==> src/rtl/disparity_search_ctrl.sv <==
// disparity_search_ctrl: sweeps candidate disparities per pixel, keeps the min-SAD winner and emits it on valid/ready
module disparity_search_ctrl #(
  parameter int IMG_W    = 1920,
  parameter int IMG_H    = 1080,
  parameter int MAX_DISP = 64,
  parameter int COST_W   = 13,
  parameter int DISP_W   = 8
) (
  input  logic              clk,
  input  logic              rst_n,
  input  logic              in_valid,
  input  logic [11:0]       in_col,
  output logic              in_ready,
  output logic [DISP_W-1:0] iter,
  input  logic [COST_W-1:0] sad_in,
  output logic [DISP_W-1:0] out_disp,
  output logic [COST_W-1:0] out_cost,
  output logic              out_nomatch,
  output logic              out_valid,
  input  logic              out_ready,
  output logic              frame_done,
  output logic              busy
);
  localparam int CW = $clog2(IMG_W + 1);
  localparam int RW = $clog2(IMG_H + 1);
  localparam logic [COST_W-1:0] NONE = '1;
  localparam logic [DISP_W-1:0] DMAX = DISP_W'(MAX_DISP - 1);
  typedef enum logic [1:0] {IDLE, SWEEP, EMIT} state_t;
  state_t state, state_nx;
  logic [DISP_W-1:0] limit, best_disp, nb_disp;
  logic [COST_W-1:0] best_cost, nb_cost;
  logic [CW-1:0] col_cnt;
  logic [RW-1:0] row_cnt;
  logic better, last, hs, end_col, end_row;
  assign in_ready = state == IDLE;
  assign busy = state != IDLE;
  always_comb begin
    better = sad_in < best_cost;
    nb_cost = better ? sad_in : best_cost;
    nb_disp = better ? iter : best_disp;
    last = iter == limit;
    hs = state == EMIT && out_ready;
    end_col = col_cnt == CW'(IMG_W - 1);
    end_row = row_cnt == RW'(IMG_H - 1);
    state_nx = state == IDLE  ? (in_valid ? SWEEP : IDLE) :
               state == SWEEP ? (last ? EMIT : SWEEP) :
               (out_ready ? IDLE : EMIT);
  end
  always_ff @(posedge clk)
    if (!rst_n) state <= IDLE;
    else state <= state_nx;
  always_ff @(posedge clk) begin
    if (!rst_n) begin
      iter        <= '0;
      limit       <= '0;
      best_disp   <= '0;
      best_cost   <= '0;
      out_disp    <= '0;
      out_cost    <= '0;
      out_nomatch <= 1'b0;
      out_valid   <= 1'b0;
      frame_done  <= 1'b0;
      col_cnt     <= '0;
      row_cnt     <= '0;
    end else begin
      frame_done <= hs && end_col && end_row;
      if (state == IDLE && in_valid) begin
        limit     <= in_col > 12'(MAX_DISP - 1) ? DMAX : DISP_W'(in_col);
        iter      <= '0;
        best_cost <= NONE;
        best_disp <= '0;
      end
      if (state == SWEEP) begin
        best_cost <= nb_cost;
        best_disp <= nb_disp;
        iter      <= last ? '0 : iter + 1'b1;
        if (last) begin
          out_disp    <= nb_disp;
          out_cost    <= nb_cost;
          out_nomatch <= nb_cost == NONE;
          out_valid   <= 1'b1;
        end
      end
      // pixel position advances only on the output handshake
      if (hs) begin
        out_valid <= 1'b0;
        col_cnt   <= end_col ? '0 : col_cnt + 1'b1;
        if (end_col) row_cnt <= end_row ? '0 : row_cnt + 1'b1;
      end
    end
  end
endmodule
==> config.mk <==
export PLATFORM = sky130hd
export DESIGN_NAME = disparity_search_ctrl
export DESIGN_NICKNAME = d
export VERILOG_FILES = /design/src/rtl/disparity_search_ctrl.sv
export SDC_FILE = /design/constraint.sdc
export NUM_CORES = 1
export LEC_CHECK = 0
export CAP_MARGIN = 5
export CORE_ASPECT_RATIO = 0.6
export CORE_MARGIN = 2
export CORE_UTILIZATION = 39
export CTS_CLUSTER_DIAMETER = 80
export DETAILED_ROUTE_END_ITERATION = 10
export PLACE_DENSITY = 0.62
export REMOVE_ABC_BUFFERS = 1
export SLEW_MARGIN = 20
export SYNTH_ARGS = -nofsm -noshare
export SYNTH_HDL_FRONTEND = slang
export SYNTH_SLANG_ARGS = --single-unit
==> constraint.sdc <==
create_clock -name clk -period 2.35 [get_ports clk]
set_input_delay 0.3525 -clock clk [delete_from_list [all_inputs] [get_ports clk]]
set_output_delay 0.3525 -clock clk [all_outputs]
set_load 0.02 [all_outputs]
After elaboration in Yosys (flattened, before gate mapping)
Cells that the tools add are included.
{"block": "classes", "multipliers": 0, "eq_ne": 6, "bitwise_logic": 1, "n_addsub": 3, "order_cmp": 2, "n_reduce_logical": 10, "div_mod_pow": 0, "n_mux": 16, "shifts": 0}
{"op": "$mux W8", "n": 6}
{"op": "$mux W13", "n": 3}
{"op": "$add A11 B1 Y11 const B", "n": 2}
{"op": "$eq A11 B11 Y1 const B", "n": 2}
{"op": "$mux W11", "n": 2}
{"op": "$eq A13 B13 Y1 const B", "n": 1}
{"op": "$lt A13 B13 Y1", "n": 1}
{"op": "$gt A12 B6 Y1 const B", "n": 1}
{"op": "$add A8 B1 Y8 const B", "n": 1}
{"op": "$eq A8 B8 Y1", "n": 1}
{"op": "$mux W2", "n": 4}
{"op": "$logic_and A1 B1 Y1", "n": 4}
{"op": "$reduce_and A2 Y1", "n": 2}
{"op": "$reduce_bool A2 Y1", "n": 2}
{"op": "$eq A2 B1 Y1 const B", "n": 1}
{"op": "$eq A2 B2 Y1 const B", "n": 1}
{"op": "$logic_not A2 Y1", "n": 1}
{"op": "$reduce_or A2 Y1", "n": 1}
{"op": "$mux W1", "n": 1}
{"op": "$not A1 Y1", "n": 1}
{"block": "word_totals", "mem_bits_ro": 0, "n_memories": 0, "input_bits": 29, "regBits": 85, "ram_bits": 0, "latch_bits": 0, "wordCells": 50}

Logic depth before layout (Yosys ltp)
Gate-level depths: netlist (run 1).
{"block": "logic_depth", "depth_word": 4, "depth_mapped": 9, "depth_no_buf": 8}

Worst setup path before layout (run 1)
Ideal clock, no wire load.
{"block": "synth_path", "kind": "flip-flop to flip-flop", "startpoint": "register best_cost[3]", "endpoint": "register best_cost[6]", "setup_ps": 132, "path_buffers": 1, "slack_ps": 198, "required_time_ps": 2218, "t_arrival_ps": 2019, "path_stages_with_launch": 10, "period_less_slack_ps": 2152, "cell_sequence": "dfxtp_1 > inv_1 > ha_1 > nand4_1 > o21ai_1 > a21oi_1 > o41ai_4 > buf_6 > mux2i_1 > a21oi_1"}
{"block": "synth_via", "elab_chain_len": 3}
{"item": "start, declared", "line_no": "31", "text": "logic [COST_W-1:0] best_cost, nb_cost;"}
{"item": "start signal, assigned", "line_no": "74", "text": "best_cost <= nb_cost;"}
{"item": "$lt A13 B13 Y1", "line_no": "38", "text": "better = sad_in < best_cost;"}
{"item": "$mux W13", "line_no": "39", "text": "nb_cost = better ? sad_in : best_cost;"}
{"item": "$mux W13", "line_no": "73", "text": "if (state == SWEEP) begin"}
No other way between the ends.
A chain may end at the register's enable or synchronous reset.

Worst setup path in the final report (run 1)
{"block": "layout_path", "startpoint": "input port sad_in[11]", "endpoint": "register best_disp[6]"}
{"block": "layout_via", "elab_chain_len": 3}
{"item": "start, declared", "line_no": "15", "text": "input logic [COST_W-1:0] sad_in,"}
{"item": "$lt A13 B13 Y1", "line_no": "38"}
{"item": "$mux W8", "line_no": "40", "text": "nb_disp = better ? iter : best_disp;"}
{"item": "$mux W8", "line_no": "73"}
{"item": "end signal, assigned", "line_no": "75", "text": "best_disp <= nb_disp;"}
{"item": "end, declared", "line_no": "30", "text": "logic [DISP_W-1:0] limit, best_disp, nb_disp;"}
No other way between the ends.

==> reports/results.ini, run 1 <==
[global_routing]
met2_usage_pct=28.6
grt_util_all_layers_pct=18.7
met3_usage_pct=4.95
busiest_layer=met2
grt_pass1_wl_um=16400
grt_pass1_vias=3324
met1_usage_pct=26.4
antenna_found_initial=0
overflow=0
grt_max_degree=47

[critical_path]
worstSetupStartpointType=primary input
crit_buf_inv=5
arrival_ns=2.57
crit_type=primary input to register
crit_path_start=sad_in[11]
crit_path_end_kind=register
crit-reg2reg-launch=best_cost[10]
critPathMostFrequentCell=buf_4
critPathMaxFanout=6
slowest_stage=clkdlybuf4s50_1
crit_family=buffers and inverters
max_stage_delay_ns=0.53
cp_cell_sequence=clkdlybuf4s50_1 -> ha_4 -> nand4_1 -> nor2_1 -> a211oi_2 -> buf_4 -> o41ai_4 -> buf_4 -> clkbuf_16 -> nor2_4 -> buf_12 -> mux2i_1
cp.required_ns=2.61

[timing]
max_slew_margin_pct=71.8
clock.fmax_mhz=433
fin_crit_ns=2.31
setup_violations=0
timing.final.crit_share_pct=98.3
finalMaxSlewViolations=0
finClkSkew_ns=0.00544
fin_ws_ns=0.0408
rsz0062_at_grt=true
hold_viol=0
max_slew.worst_pin.slew_ns=0.419

[placement]
place.gp.congestion=0.814
io_buffer_count=62
dpl_worst_slack_ns=-0.373
dp_hpwl_um=6990

[route]
drt_first_pass_iters=4
postRouteAntennaNets=0
drcViolationCount=0
vias_per_cell=5.11
routed_wl_um=10000
vias=3441
first_iter_violations=165
wl_per_cell_um=14.8

[power_and_ir_drop]
peakVddDrop_mv=0.425
p_per_area_nw_per_um2=680
leakage_uw=0.00218

[finish]
post-route-util_pct=54.0
drive_above_1_share_pct=13.0
nNetsFinal=579
num_antenna_cells=0
area_growth_pct=33.9
fillers=877

[synthesis]
synth_cell_types=46
synth-edff-count=0
ys_seq_area_share_pct=42.6
synth-async-reset-ratio_pct=0
ys_seq_elements=85
post_synth.cell_area_avg_sq_um=8.92
synthTopCellsByArea=dfxtp_1 (43%), mux2i_1 (7.5%), o21ai_0 (5.8%)
yosysWarnings=0
yosysTopAreaCellShare_pct=42.6
syn_area_sq_um=4000
synthCells=448
yosysTopAreaCell=dfxtp_1
ys.flop_type=dfxtp_1

[status]
status=completed

[clocking]
tritoncts=yes
cts_root_buf=clkbuf_16
clkTransAtPathRegs_ns=0.06
insertion_delay_ns=0.33
htree_num_levels=3
cts.sinks=85
cts_buffer_depth=2
cts_buffers=9

[floorplan]
initial_core_util_pct=40.3
die_h_um=82.4
die_area_sq_um=11100
core_area_sq_um=9910
die_w_um=135
rows=28
ios=63

[hold_path]
hold_path_class=primary input to register
hp-start=rst_n

[flow_run]
drv_cap=0

==> through the flow <==
step	cells	TNS [ns]	total power, uW	hold WS (ns)	instance area [sq um]
2_1_floorplan	427	-19.02	1930	0.434	3890
3_3_place_gp	653	-9.87	2200	0.442	4920
3_5_place_dp	653	-10.82	2210	0.455	4920
4_1_cts	670	0	3600	0.403	5230
5_1_grt	674	-0.494	3810	0.420	5350
6_report	674	0	3640	0.411	5350
==> synth_stat cells (2+ instances only) <==
| master | count |
|---|---|
| inv_1 | 15 |
| nor3_1 | 6 |
| nor2_1 | 32 |
| clkbuf_1 | 14 |
| nand4_1 | 13 |
| and3_1 | 8 |
| nand2b_1 | 3 |
| o21ai_0 | 46 |
| nand3_1 | 12 |
| buf_2 | 3 |
| nand2_1 | 37 |
| a211oi_1 | 2 |
| and2_1 | 9 |
| nor3_2 | 2 |
| mux2i_1 | 30 |
| nor2b_1 | 9 |
| a21boi_0 | 2 |
| a21oi_1 | 38 |
| nor4_1 | 6 |
| buf_6 | 2 |
| o21a_1 | 2 |
| ha_1 | 15 |
| o221a_2 | 2 |
| o211a_1 | 5 |
| a21o_1 | 2 |
| o21ai_1 | 2 |
| dfxtp_1 | 85 |
| xnor2_1 | 10 |
| o211ai_1 | 4 |
| xor2_1 | 16 |
==> layer usage <==
metal | up-vias | share of wire [%]
li1 | 1759 | -
met1 | 1610 | 53
met2 | 66 | 42
met3 | 6 | 4.6
met4 | 0 | 0.39
met5 | - | 0
==> cell type report <==
class                   instances  area, sq um  area share (%)
repair buffers                 97          946            17.7
clock buffers                  11          233            4.35
clock inverters                 4         50.0           0.935
inverters                      15         56.3            1.05
multi-input cells             327         2190            40.9
flip-flops and latches         85         1710            31.9
well taps                     135          169            3.16
==> worst paths after layout <==
kind                  end  slack [ns]  cells after the start
min reg2reg  best_disp[2]        0.46                      2
max          best_disp[6]        0.04                     12
min              state[1]        0.41                      2
max reg2reg  best_disp[6]        0.04                     12
==> worst register-to-register path, stage by stage, from the launching register on <==
cell and delay (ns):
dfxtp_2 0.35, inv_1 0.07, ha_4 0.24, a21o_1 0.15, a21o_1 0.19, a211oi_2 0.24, buf_4 0.15, o41ai_4 0.07
buf_4 0.16, clkbuf_16 0.16, nor2_4 0.13, buf_12 0.13, mux2i_1 0.19
==> sequential cells by signal, indices dropped and copies added (netlist names) <==
register	flops
out_valid	1
frame_done	1
state	2
out_disp	8
col_cnt	11
iter	8
best_disp	8
row_cnt	11
limit	8
best_cost	13
out_nomatch	1
out_cost	13
==> logic make-up (layout without fill, tap and decap cells) <==
family / count (synthesis) / after routing / synth area share [%]
AND/OR/NAND/NOR: 147 / 147 / 19.5
buffers and inverters: 36 / 127 / 3.94
adder cells (fa/ha/maj): 15 / 15 / 4.70
AO/OA/AOI/OAI: 109 / 109 / 16.1
flip-flops: 85 / 85 / 42.6
multiplexers: 30 / 30 / 7.51
XOR/XNOR: 26 / 26 / 5.70
==> placed cells by master, fill, tap and decap left out, types with 4 or more instances in the layout <==
cell	instances
dfxtp_1	80
clkdlybuf4s50_1	59
o21ai_0	46
nand2_1	37
a21oi_1	37
nor2_1	32
mux2i_1	30
buf_4	29
xor2_1	16
inv_1	15
nand4_1	13
nand3_1	12
ha_1	12
xnor2_1	10
clkbuf_16	10
nor2b_1	9
and2_1	9
and3_1	8
nor4_1	6
nor3_1	6
o211a_1	5
dfxtp_2	5
o211ai_1	4
==> power breakdown <==
part | total (uW) | leakage (uW) | internal [uW] | switching, uW
registers | 1570 | 0.000693 | 1510 | 58.0
clock network | 1370 | 0.000132 | 816 | 556
logic | 700 | 0.00136 | 342 | 358
total | 3640 | 0.00218 | 2670 | 972
==> what timing repair did <==
action	CTS	global route
buffers inserted	2	2
hold buffers	0	0
pin swaps	1	9
gates cloned	0	2
gates resized for setup	0	14
setup endpoints to repair	5	43
Power figures use the tool's default switching activity.
==> inputs of run 2 (changes only) <==
CORE_ASPECT_RATIO = 1.2   (was 0.6)
SLEW_MARGIN = 10   (was 20)
==> run 2 against run 1 <==
Clock skew decreased by 0.00072 ns. Largest cell class unchanged. Clock power about the same. Final cell count decreased by 0.89%. Non-clock buffer count is 4 higher. Routed wire length shrank 6.7%. Register-to-register slack better by 0.11 ns. Critical path type unchanged. Sequential share of layout area grew 0.21 points. Combinational power down 4.0%. Clock-buffer cell count rose by 1. Largest power group unchanged. Hold slack improved by 0.051 ns. Critical path depth down 1.
==> reports/results.ini, run 2 (same netlist as run 1, synthesis figures left out) <==
[timing]
max_slew_margin_pct=67.2
finalMaxSlewViolations=0
fin_ws_ns=0.0822
max_slew.worst_pin.slew_ns=0.487
hold_viol=0
clock.fmax_mhz=441
setup_violations=0
fin_crit_ns=2.27
timing.final.crit_share_pct=96.5
fin_tns_setup_ns=0
rsz0062_at_grt=true
finClkSkew_ns=0.00472

[clocking]
cts_hold_buf=0
htree_num_levels=3
insertion_delay_ns=0.34
clkTransAtPathRegs_ns=0.06
cts_buffer_depth=2
tritoncts=yes
cts_root_buf=clkbuf_16
cts.sinks=85
cts_buffers=9

[route]
postRouteAntennaNets=0
drt_first_pass_iters=4
wl_per_cell_um=14.0
vias_per_cell=5.17
routed_wl_um=9330
first_iter_violations=128
drcViolationCount=0
vias=3451

[power_and_ir_drop]
p_per_area_nw_per_um2=681
leakage_uw=0.00217
peakVddDrop_mv=0.302

[global_routing]
overflow=0
antenna_found_initial=0
grt_util_all_layers_pct=17.6
grt_pass1_vias=3338
grt_max_degree=47
grt_pass1_wl_um=15200

[placement]
place.gp.congestion=0.786
io_buffer_count=62
placed_area_sq_um=4980
dpl_worst_slack_ns=-0.344
dpl.cell_count=653
dp_hpwl_um=6620

[finish]
layout_common_cells=dfxtp_1 (85), clkdlybuf4s50_1 (61), o21ai_0 (46)
layout_commonest_cell=dfxtp_1
drive_above_1_share_pct=12.4
finalInstanceArea_sq_um=5300
num_antenna_cells=0
fillers=967
final_cells=668
top_regs=best_cost: 13 flops, out_cost: 13 flops
nNetsFinal=583
area_growth_pct=32.5

[status]
status=completed

[floorplan]
core_area_sq_um=10000
ios=63
rows=40
die_h_um=115
die_w_um=96.4
die_area_sq_um=11100
initial_core_util_pct=39.9

[critical_path]
cp.required_ns=2.61
crit_type=primary input to register
critPathMaxFanout=8
worstSetupStartpointType=primary input
crit_path_end_kind=register
arrival_ns=2.53

[flow_run]
drv_cap=0

[hold_path]
hold_path_class=register to register

==> run 2: cell types whose count changed in the layout (fill, tap and decap cells not counted), moves of 2 or more <==
cell	delta
mux2i_1	-3
ha_4	-3
clkdlybuf4s50_1	+2
buf_6	-2
buf_4	+8
dfxtp_2	-5
dfxtp_1	+5
dlymetal6s2s_1	-2
mux2i_2	+2
ha_1	+3
clkinvlp_4	-2
==> run 2: where the power goes <==
group	switching [uW]	leakage (uW)	internal [uW]
clock	536	0.000139	839
combinational	347	0.00134	324
sequential	50.9	0.000692	1510
==> run 2: worst max-delay path, stage by stage <==
cell             delay (ns)
clkdlybuf4s50_1        0.44
ha_1                   0.32
a21o_1                 0.16
a21o_1                 0.18
a211oi_2               0.24
buf_4                  0.16
o41ai_4                0.10
buf_4                  0.16
nor2_4                 0.09
buf_12                 0.14
mux2i_1                0.18
==> run 2: layer usage <==
layer  up-vias  part of all wire (%)  track usage (%)
met5         -                     0                0
met4         0                   1.5             7.23
met3        12                   3.7             3.87
met2        74                    50             29.6
met1      1602                    45             21.8
li1       1763                     -                -
==> run 2: cell type report <==
class | instances | area, sq um | area share (%)
Clock buffer | 12 | 246 | 4.65
Tap cell | 126 | 158 | 2.98
Sequential cell | 85 | 1700 | 32.1
Clock inverter | 2 | 35.0 | 0.661
Inverter | 15 | 56.3 | 1.06
Timing Repair Buffer | 101 | 933 | 17.6
Multi-Input combinational cell | 327 | 2170 | 40.9
==> run 2: final timing paths <==
kind                            slack, ns      endpoint          start  cells after the start
worst max-delay path                 0.08  best_disp[4]     sad_in[10]                     11
worst min-delay path                 0.46  best_disp[2]   best_disp[2]                      2
worst max register to register       0.15  out_cost[12]  best_cost[11]                      7
worst min register to register       0.46  best_disp[2]   best_disp[2]                      2
==> run 2: repair_timing <==
| item | in CTS | in global routing |
|---|---|---|
| endpoints found under the setup margin | 0 | 35 |
| setup buffers | 0 | 1 |
| endpoints found under the hold margin | 0 | 0 |
| resized for setup | 0 | 6 |
==> run 2: metrics by stage <==
step | power [uW] | utilization (%) | hold WS, ns
after floorplan | 1930 | - | 0.434
after global placement | 2220 | 49.7 | 0.442
after detailed placement | 2230 | 49.7 | 0.452
after CTS | 3620 | 52.6 | 0.460
after global routing | 3780 | 52.9 | 0.483
final | 3610 | 52.9 | 0.461
==> inputs of run 3 (changes only) <==
--- a/config.mk
+++ b/config.mk
@@ -10,8 +10,8 @@
 export CORE_MARGIN = 2
 export CORE_UTILIZATION = 39
-export CTS_CLUSTER_DIAMETER = 80
 export DETAILED_ROUTE_END_ITERATION = 10
 export PLACE_DENSITY = 0.62
 export REMOVE_ABC_BUFFERS = 1
+export SETUP_SLACK_MARGIN = 0.4
 export SLEW_MARGIN = 10
 export SYNTH_ARGS = -nofsm -noshare
==> constraint.sdc (replaced) <==
create_clock -name clk -period 2.35 [get_ports clk]
set_input_delay 0.5875 -clock clk [delete_from_list [all_inputs] [get_ports clk]]
set_output_delay 0.5875 -clock clk [all_outputs]
set_load 0.02 [all_outputs]
==> run 3 against run 2 <==
Sequential cell count unchanged. Clock power decreased by 13%. Clock-buffer cell count unchanged. Routed wire length increased by 7.8%. Critical path depth unchanged. Clock skew decreased by 0.0010 ns. Critical endpoint is now out_cost[5]. Largest cell class unchanged. Largest power group unchanged.
==> reports/results.ini, run 3 (same netlist as run 1, synthesis figures left out) <==
[timing]
max_slew_margin_pct=72.2
finalMaxSlewViolations=0
setup_violations=0
max_slew.worst_pin.slew_ns=0.417
rsz0062_at_grt=true
timing.final.crit_share_pct=90.6
finClkSkew_ns=0.00369
clock.fmax_mhz=470
fin_ws_ns=0.221
hold_viol=0
fin_crit_ns=2.13

[clocking]
cts.sinks=85
clkTransAtPathRegs_ns=0.05
cts_buffer_depth=2
insertion_delay_ns=0.33
tritoncts=yes
cts_root_buf=clkbuf_16
cts_buffers=9
htree_num_levels=3
cts_hold_buf=0

[finish]
layout_common_cells=dfxtp_1 (73), buf_4 (49), o21ai_0 (46), nand2_1 (36), clkdlybuf4s50_1 (36)
final_cells=684
multi_input_area_sq_um=2480
num_antenna_cells=0
regArea_sq_um=1720
top_regs=best_cost: 13 flops, out_cost: 13 flops
nNetsFinal=601
area_growth_pct=43.6
layout_commonest_cell=dfxtp_1
drive_above_1_share_pct=25.8
fillers=871
post-route-util_pct=57.3

[critical_path]
cp.required_ns=2.56
reg2reg_depth=8
worstSetupStartpointType=primary input
slowest_stage=ha_4
crit_type=primary input to register
crit_path_end_kind=register
max_stage_delay_ns=0.26
rrSetupSlack_ns=0.23
cp_cell_sequence=clkdlybuf4s15_1 -> ha_4 -> a21oi_2 -> nor2_1 -> a211oi_2 -> buf_4 -> o41ai_4 -> buf_4 -> clkbuf_16 -> mux2i_2 -> a21oi_1
crit-reg2reg-launch=best_cost[11]
arrival_ns=2.34
critPathMostFrequentCell=buf_4
critPathMaxFanout=7
reg2reg_to=out_cost[4]

[hold_path]
worstHoldEndpoint=best_disp[1]
hp-start=best_disp[1]
hold_depth=2
hold_path_class=register to register

[floorplan]
die_area_sq_um=11100
rows=40
die_w_um=96.4
initial_core_util_pct=39.9
ios=63
core_area_sq_um=10000
die_h_um=115

[placement]
dp_hpwl_um=6630
io_buffer_count=62
dpl_worst_slack_ns=-0.555
dpl.cell_count=657
place.gp.congestion=0.785

[route]
wl_per_cell_um=14.7
routed_wl_um=10100
postRouteAntennaNets=0
first_iter_violations=148
drt_first_pass_iters=4
drcViolationCount=0
vias=3541
vias_per_cell=5.18

[status]
status=completed

[flow_run]
drv_cap=0

[global_routing]
overflow=0
grt_max_degree=49
antenna_found_initial=0
grt_util_all_layers_pct=18.7
grt_pass1_wl_um=16200
grt_pass1_vias=3512

[power_and_ir_drop]
leakage_uw=0.00236
power_uw=3660
p_per_area_nw_per_um2=638
peakVddDrop_mv=0.352

[run 3: per-stage QoR]
| stage | hold WS, ns | setup TNS (ns) | area (sq um) |
|---|---|---|---|
| 6_report | 0.455 | 0 | 5740 |
| 3_5_place_dp | 0.451 | -23.22 | 5030 |
| 3_3_place_gp | 0.441 | -21.08 | 5030 |
| 2_1_floorplan | 0.434 | -27.94 | 3890 |
| 4_1_cts | 0.459 | 0 | 5610 |
| 5_1_grt | 0.480 | 0 | 5740 |
[run 3: power breakdown]
part | leakage, uW | total, uW | internal [uW] | switching [uW]
clock network | 0.000114 | 1200 | 692 | 506
registers | 0.000697 | 1570 | 1510 | 54.2
logic | 0.00154 | 897 | 466 | 432
total | 0.00236 | 3660 | 2670 | 992
[run 3: final cells by class]
cell class                 instances  share of cell area [%]
clock buffer                      12                    4.12
inverter                          15                   0.981
multi-input combinational        327                    43.2
sequential                        85                    30.0
tap                              126                    2.75
timing repair buffer             119                    18.9
[run 3: worst max-delay path by stage]
stage	slack (ns)	end	startpoint	depth (start not counted)
6_report	0.22	out_cost[5]	sad_in[8]	11
5_1_grt	0.12	out_cost[7]	best_cost[11]	8
4_1_cts	0.25	out_cost[5]	best_cost[10]	7
3_5_place_dp	-0.56	out_cost[1]	sad_in[3]	9
3_3_place_gp	-0.52	best_cost[1]	sad_in[10]	10
2_1_floorplan	-0.68	out_cost[0]	sad_in[3]	7
[run 3: what timing repair did]
action	in CTS	in global routing
resized for setup	107	24
endpoints found under the setup margin	72	63
hold endpoints to repair	0	0
gates cloned	1	1
buffers inserted	8	5
pin swaps	51	14
[run 3: metal layers]
layer | vias up | wire length, um | global-route usage, %
met5 | - | 0 | 0
met4 | 0 | 212 | 9.48
met3 | 17 | 364 | 3.08
met2 | 88 | 5130 | 31.9
met1 | 1632 | 4340 | 22.5
li1 | 1804 | - | -
[run 3: critical path: cells and delay by family]
family	cells	cell delay [ns]
simple gates	1	0.07
compound gates	4	0.52
mux	1	0.20
fa+ha+maj	1	0.26
buf+inv	4	0.71
